File: src/rtl/mux_operand_pipe.sv
// Parametrised ALU operand selector: picks one of NUM_INPUTS words, flags bad
// selector codes and hands the result downstream through a 2-entry skid buffer.
`timescale 1ns/1ps
module mux_operand_pipe #(
    parameter int WIDTH         = 32,
    parameter int NUM_INPUTS    = 4,
    parameter int SEL_WIDTH     = 2,
    parameter int ERR_CNT_WIDTH = 8
) (
    input  logic                        clk,
    input  logic                        reset,
    input  logic [SEL_WIDTH-1:0]        selector,
    input  logic [NUM_INPUTS*WIDTH-1:0] input_bus,
    input  logic                        in_valid,
    output logic                        in_ready,
    output logic [WIDTH-1:0]            output_final,
    output logic                        sel_error,
    output logic                        out_valid,
    input  logic                        out_ready,
    output logic [ERR_CNT_WIDTH-1:0]    err_count
);

    typedef enum logic [1:0] {
        EMPTY = 2'd0,
        ONE   = 2'd1,
        TWO   = 2'd2
    } state_e;

    state_e                   state_q, state_d;
    logic [WIDTH-1:0]         head_data_q, head_data_d;
    logic                     head_err_q, head_err_d;
    logic [WIDTH-1:0]         skid_data_q, skid_data_d;
    logic                     skid_err_q, skid_err_d;
    logic                     in_ready_q, in_ready_d;
    logic [ERR_CNT_WIDTH-1:0] err_cnt_q, err_cnt_d;

    logic [WIDTH-1:0]         sel_data;
    logic                     sel_err;
    logic                     in_fire;
    logic                     out_fire;

    // Out-of-range codes fall back to operand 0 and raise the error flag.
    always_comb begin
        sel_data = input_bus[WIDTH-1:0];
        sel_err  = 1'b1;
        for (int unsigned k = 0; k < NUM_INPUTS; k++) begin
            if (selector == SEL_WIDTH'(k)) begin
                sel_data = input_bus[k*WIDTH +: WIDTH];
                sel_err  = 1'b0;
            end
        end
    end

    assign out_valid = (state_q != EMPTY);
    assign in_fire   = in_valid & in_ready_q;
    assign out_fire  = out_valid & out_ready;

    always_comb begin
        state_d     = state_q;
        head_data_d = head_data_q;
        head_err_d  = head_err_q;
        skid_data_d = skid_data_q;
        skid_err_d  = skid_err_q;
        err_cnt_d   = err_cnt_q;

        unique case (state_q)
            EMPTY: begin
                if (in_fire) begin
                    state_d     = ONE;
                    head_data_d = sel_data;
                    head_err_d  = sel_err;
                end
            end
            ONE: begin
                if (in_fire && out_fire) begin
                    head_data_d = sel_data;
                    head_err_d  = sel_err;
                end else if (in_fire) begin
                    state_d     = TWO;
                    skid_data_d = sel_data;
                    skid_err_d  = sel_err;
                end else if (out_fire) begin
                    state_d     = EMPTY;
                end
            end
            TWO: begin
                if (out_fire) begin
                    state_d     = ONE;
                    head_data_d = skid_data_q;
                    head_err_d  = skid_err_q;
                end
            end
            default: state_d = EMPTY;
        endcase

        if (in_fire && sel_err && (err_cnt_q != '1)) begin
            err_cnt_d = err_cnt_q + ERR_CNT_WIDTH'(1);
        end

        // Ready is registered, so it must look ahead at the state being entered.
        in_ready_d = (state_d != TWO);
    end

    always_ff @(posedge clk or negedge reset) begin
        if (!reset) begin
            state_q     <= EMPTY;
            head_data_q <= '0;
            head_err_q  <= 1'b0;
            skid_data_q <= '0;
            skid_err_q  <= 1'b0;
            in_ready_q  <= 1'b0;
            err_cnt_q   <= '0;
        end else begin
            state_q     <= state_d;
            head_data_q <= head_data_d;
            head_err_q  <= head_err_d;
            skid_data_q <= skid_data_d;
            skid_err_q  <= skid_err_d;
            in_ready_q  <= in_ready_d;
            err_cnt_q   <= err_cnt_d;
        end
    end

    assign in_ready     = in_ready_q;
    assign output_final = head_data_q;
    assign sel_error    = head_err_q;
    assign err_count    = err_cnt_q;

endmodule

File: config.mk
export PLATFORM = sky130hd
export DESIGN_NAME = mux_operand_pipe
export DESIGN_NICKNAME = d
export VERILOG_FILES = /design/src/rtl/mux_operand_pipe.sv
export SDC_FILE = /design/constraint.sdc
export NUM_CORES = 1
export LEC_CHECK = 0
export CAP_MARGIN = 30
export CORE_UTILIZATION = 45
export DETAILED_ROUTE_END_ITERATION = 8
export GPL_TIMING_DRIVEN = 1
export PLACE_DENSITY = 0.89
export SETUP_SLACK_MARGIN = 0.1
export SYNTH_ARGS = -nofsm -noshare
export SYNTH_HDL_FRONTEND = slang
export SYNTH_SLANG_ARGS = --single-unit
File: constraint.sdc
create_clock -name clk -period 1.9 [get_ports clk]
set_input_delay 0.38 -clock clk [delete_from_list [all_inputs] [get_ports clk]]
set_output_delay 0.38 -clock clk [all_outputs]
set_load 0.02 [all_outputs]
==> run metrics, run 1 <==
largest stage delay on the critical path=~0.65 ns; layout cells sized above 1=13.7%; overall routed net length=roughly 13,000 um; PD cells=between 1000 and 1500 nW/um2; Tcrit/Tclk final=91.5%; CTS Sinks=between 70 and 80; sequential area share after synthesis=40.3%; Layout Skew=approximately 0.0095 ns; detailed placement HPWL=9580 um; Final setup viols=0; row count=37; Reg clk slew, reported paths=about 0.080 ns; critical path buffer and inverter count=1; Leakage=around 2.9 nW; GRT overflow=0; setup TNS=0 ns; CP Cell Sequence=clkdlybuf4s50_1; synth warn=0; Pins Over Slew Limit=0; Hold WC Path Type=primary input to asynchronous set/reset pin; die width=105 um; All-Layer GR Usage=approximately a quarter; Critical Path Sink Type=primary output; CP Data Arrival Time=1.36 ns; Max clock buf depth=2; Die ar.=around 11,000 um2; RSZ-0062 raised after global routing=false; critical path type=register to primary output; CTS tree=yes; via count=~4.4k; CP delay by family, top=buffers and inverters; cell area after synthesis=approximately 4800 um2; post-synthesis cell type count=28; Initial Utilization=~46%; compound-gate portion of the synthesized area=roughly an eighth; Layout area overhead=46.0%; combinational family with the most area after synthesis=multiplexers; Port Buffer Count=176; Worst Max-Slew Pin Slew=about 0.44 ns; Max-slew headroom=between 70 and 80%; # fillers=767; Root Driver=clkbuf_8; highest clock rate=around 580 MHz; mux cell area share after synthesis=about 28%; # H-tree levels=3; VDD IR max=between 0.5 and 0.6 mV; post-synth top area share=approximately 40%; Synth Area in Adders=0%; Max Cap Viol=0; Die Y=~110 um; Clock Latency Late Sink=about 0.34 ns; Setup WS pre-CTS=-0.209 ns; IO Count=177; Area contributors post-synth=dfrtp_1, mux2i_1, mux2_2; CTS Hold Bufs=0; drt drc=0; initial DRC count=259; Post-Synth Simple-Gate Area=13.4%; DP Area=between 6000 and 7000 um2; Total Power=7.49 mW; post-synth net total=577; final worst-path setup slack=approximately 0.16 ns; crit path time final=approximately 1.7 ns; number of vias per cell=just under 6; Cells after Synth=around 440; initial antenna violation count=0; Routed Antenna Nets=0; post-synthesis xor/xnor area fraction=0%; number of CTS-inserted buffers=9; Final Instance Area=6980 um2; Placer Congestion=0.797; largest net degree at the start of global routing=roughly 80; status=finished, final reports clean; slowest cell on the critical path=clkdlybuf4s50_1; number of diodes=0; required time of the worst setup path=approximately 1.5 ns; area leader, netlist=dfrtp_1; router iterations before antenna repair=5; mean post-synth cell area=between 10 and 15 um2; number of global-route vias before repair=4,426; final hold vios=0; Layout Nets=about 730; Critical Path Start Type=register; drt wl/cell=between 15 and 20 um; first-pass GRT wire length=around 22,000 um; synthesized flop and latch total=77; Critical Path Fanout Max=2; core footprint=10,300 um2
## synthesized netlist by cell type
cell type and count:
o21ai_1 1, nor2b_1 2, dfrtp_1 77, buf_4 3
nand2_1 32, nand2b_1 2, and2_1 1, nor3b_4 1
nand3b_1 32, buf_2 20, and3b_1 1, or3_1 32
a21o_1 1, o2bb2ai_1 1, mux2i_1 97, or2_2 1
nand3_1 3, mux2_1 1, mux2_2 31, inv_2 1
o21ai_0 1, inv_1 1, a41oi_1 32, clkbuf_1 32
buf_6 3, a311oi_1 32, a31o_2 1, a21oi_1 1
## what timing repair did
action | in CTS | in global routing
gates resized for setup | 2 | 1
buffers inserted | 2 | 0
pin swaps | 0 | 0
setup endpoints to repair | 1 | 13
## metrics by stage
step                std cells  hold slack, ns  util [%]
floorplan                 443          0.0844         -
finish                    740          0.0268      67.6
detailed placement        723           0.366      65.3
CTS                       740          0.0651      67.6
global placement          723           0.365      65.3
global route              740          0.0618      67.6
## state kept, by name, indices dropped and copies added, names as in the netlist
signal,cells
output_final,32
skid_data_q,32
err_count,8
state_q,2
in_ready,1
sel_error,1
skid_err_q,1
## power by group
group          leakage (nW)  total (mW)  internal [mW]  switching [mW]
Sequential            0.912        2.77           2.34           0.433
Clock                 0.116        1.46          0.862           0.593
Combinational          1.84        3.26           1.72            1.54
Total                  2.86        7.49           4.93            2.56
## worst paths after layout
kind | from | end | slack (ns) | depth (start not counted)
worst max register to register | state_q[0]$_DFF_PN0_ | output_final[10]$_DFFE_PN0P_ | 0.24 | 6
worst min-delay path | reset | output_final[24]$_DFFE_PN0P_ | 0.03 | 2
worst min register to register | err_count[1]$_DFFE_PN0P_ | err_count[1]$_DFFE_PN0P_ | 0.38 | 0
max in group asynchronous | reset | err_count[1]$_DFFE_PN0P_ | 1.50 | 2
worst max-delay path | output_final[31]$_DFFE_PN0P_ | output_final[31] | 0.16 | 1
min in group clk | err_count[1]$_DFFE_PN0P_ | err_count[1]$_DFFE_PN0P_ | 0.38 | 0
## cells in the final DEF (no fill, tap or decap)
master and n:
clkdlybuf4s50_1 172, mux2i_1 97, dfrtp_1 76, nand2_1 32
nand3b_1 32, or3_1 32, a311oi_1 32, a41oi_1 32
mux2_2 31, buf_4 22, clkbuf_8 9, buf_12 8
nand3_1 3, bufinv_16 3, clkinv_2 2, or2_2 1
inv_2 1, and2_1 1, nand2b_1 1, a21oi_1 1
nand2b_2 1, o21ai_0 1, o2bb2ai_1 1, a21o_1 1
nor3b_4 1, mux2_1 1, and3b_1 1, a31o_2 1
nor2b_4 1, inv_1 1, o21ai_1 1, nor2b_1 1
clkbuf_1 1, dlygate4sd2_1 1, buf_6 1, dfrtp_2 1
## cell families (layout without fill, tap and decap cells)
logic type / after synthesis / after routing
multiplexers: 129 / 129
AND/OR/NAND/NOR: 107 / 107
flip-flops: 77 / 77
AO/OA/AOI/OAI: 70 / 70
buffers and inverters: 60 / 221
## area by class of cell
cell class	count	area [um2]	area share [%]
Multi-Input combinational cell	306	2580	37.0
Timing Repair Buffer	204	2070	29.6
Sequential cell	77	1930	27.6
Tap cell	136	170	2.44
Clock buffer	10	128	1.83
Clock inverter	5	100	1.43
Inverter	2	7.51	0.108
## metal layers
metal / global-route usage, % / vias up / wire length (um)
met5: 0 / - / 0
met4: 9.15 / 0 / 260
met3: 5.74 / 33 / 1120
met2: 41.3 / 235 / 6520
met1: 30.0 / 2133 / 5490
li1: - / 1999 / -
(Power assumes the default switching activity.)
==> run 2, diff against run 1 <==
--- a/config.mk
+++ b/config.mk
@@ -14,3 +14,4 @@
 export SYNTH_ARGS = -nofsm -noshare
 export SYNTH_HDL_FRONTEND = slang
 export SYNTH_SLANG_ARGS = --single-unit
+export TNS_END_PERCENT = 5
==> results of run 2 <==
Same layout as run 1: the final DEF is identical, and so are final timing and power.
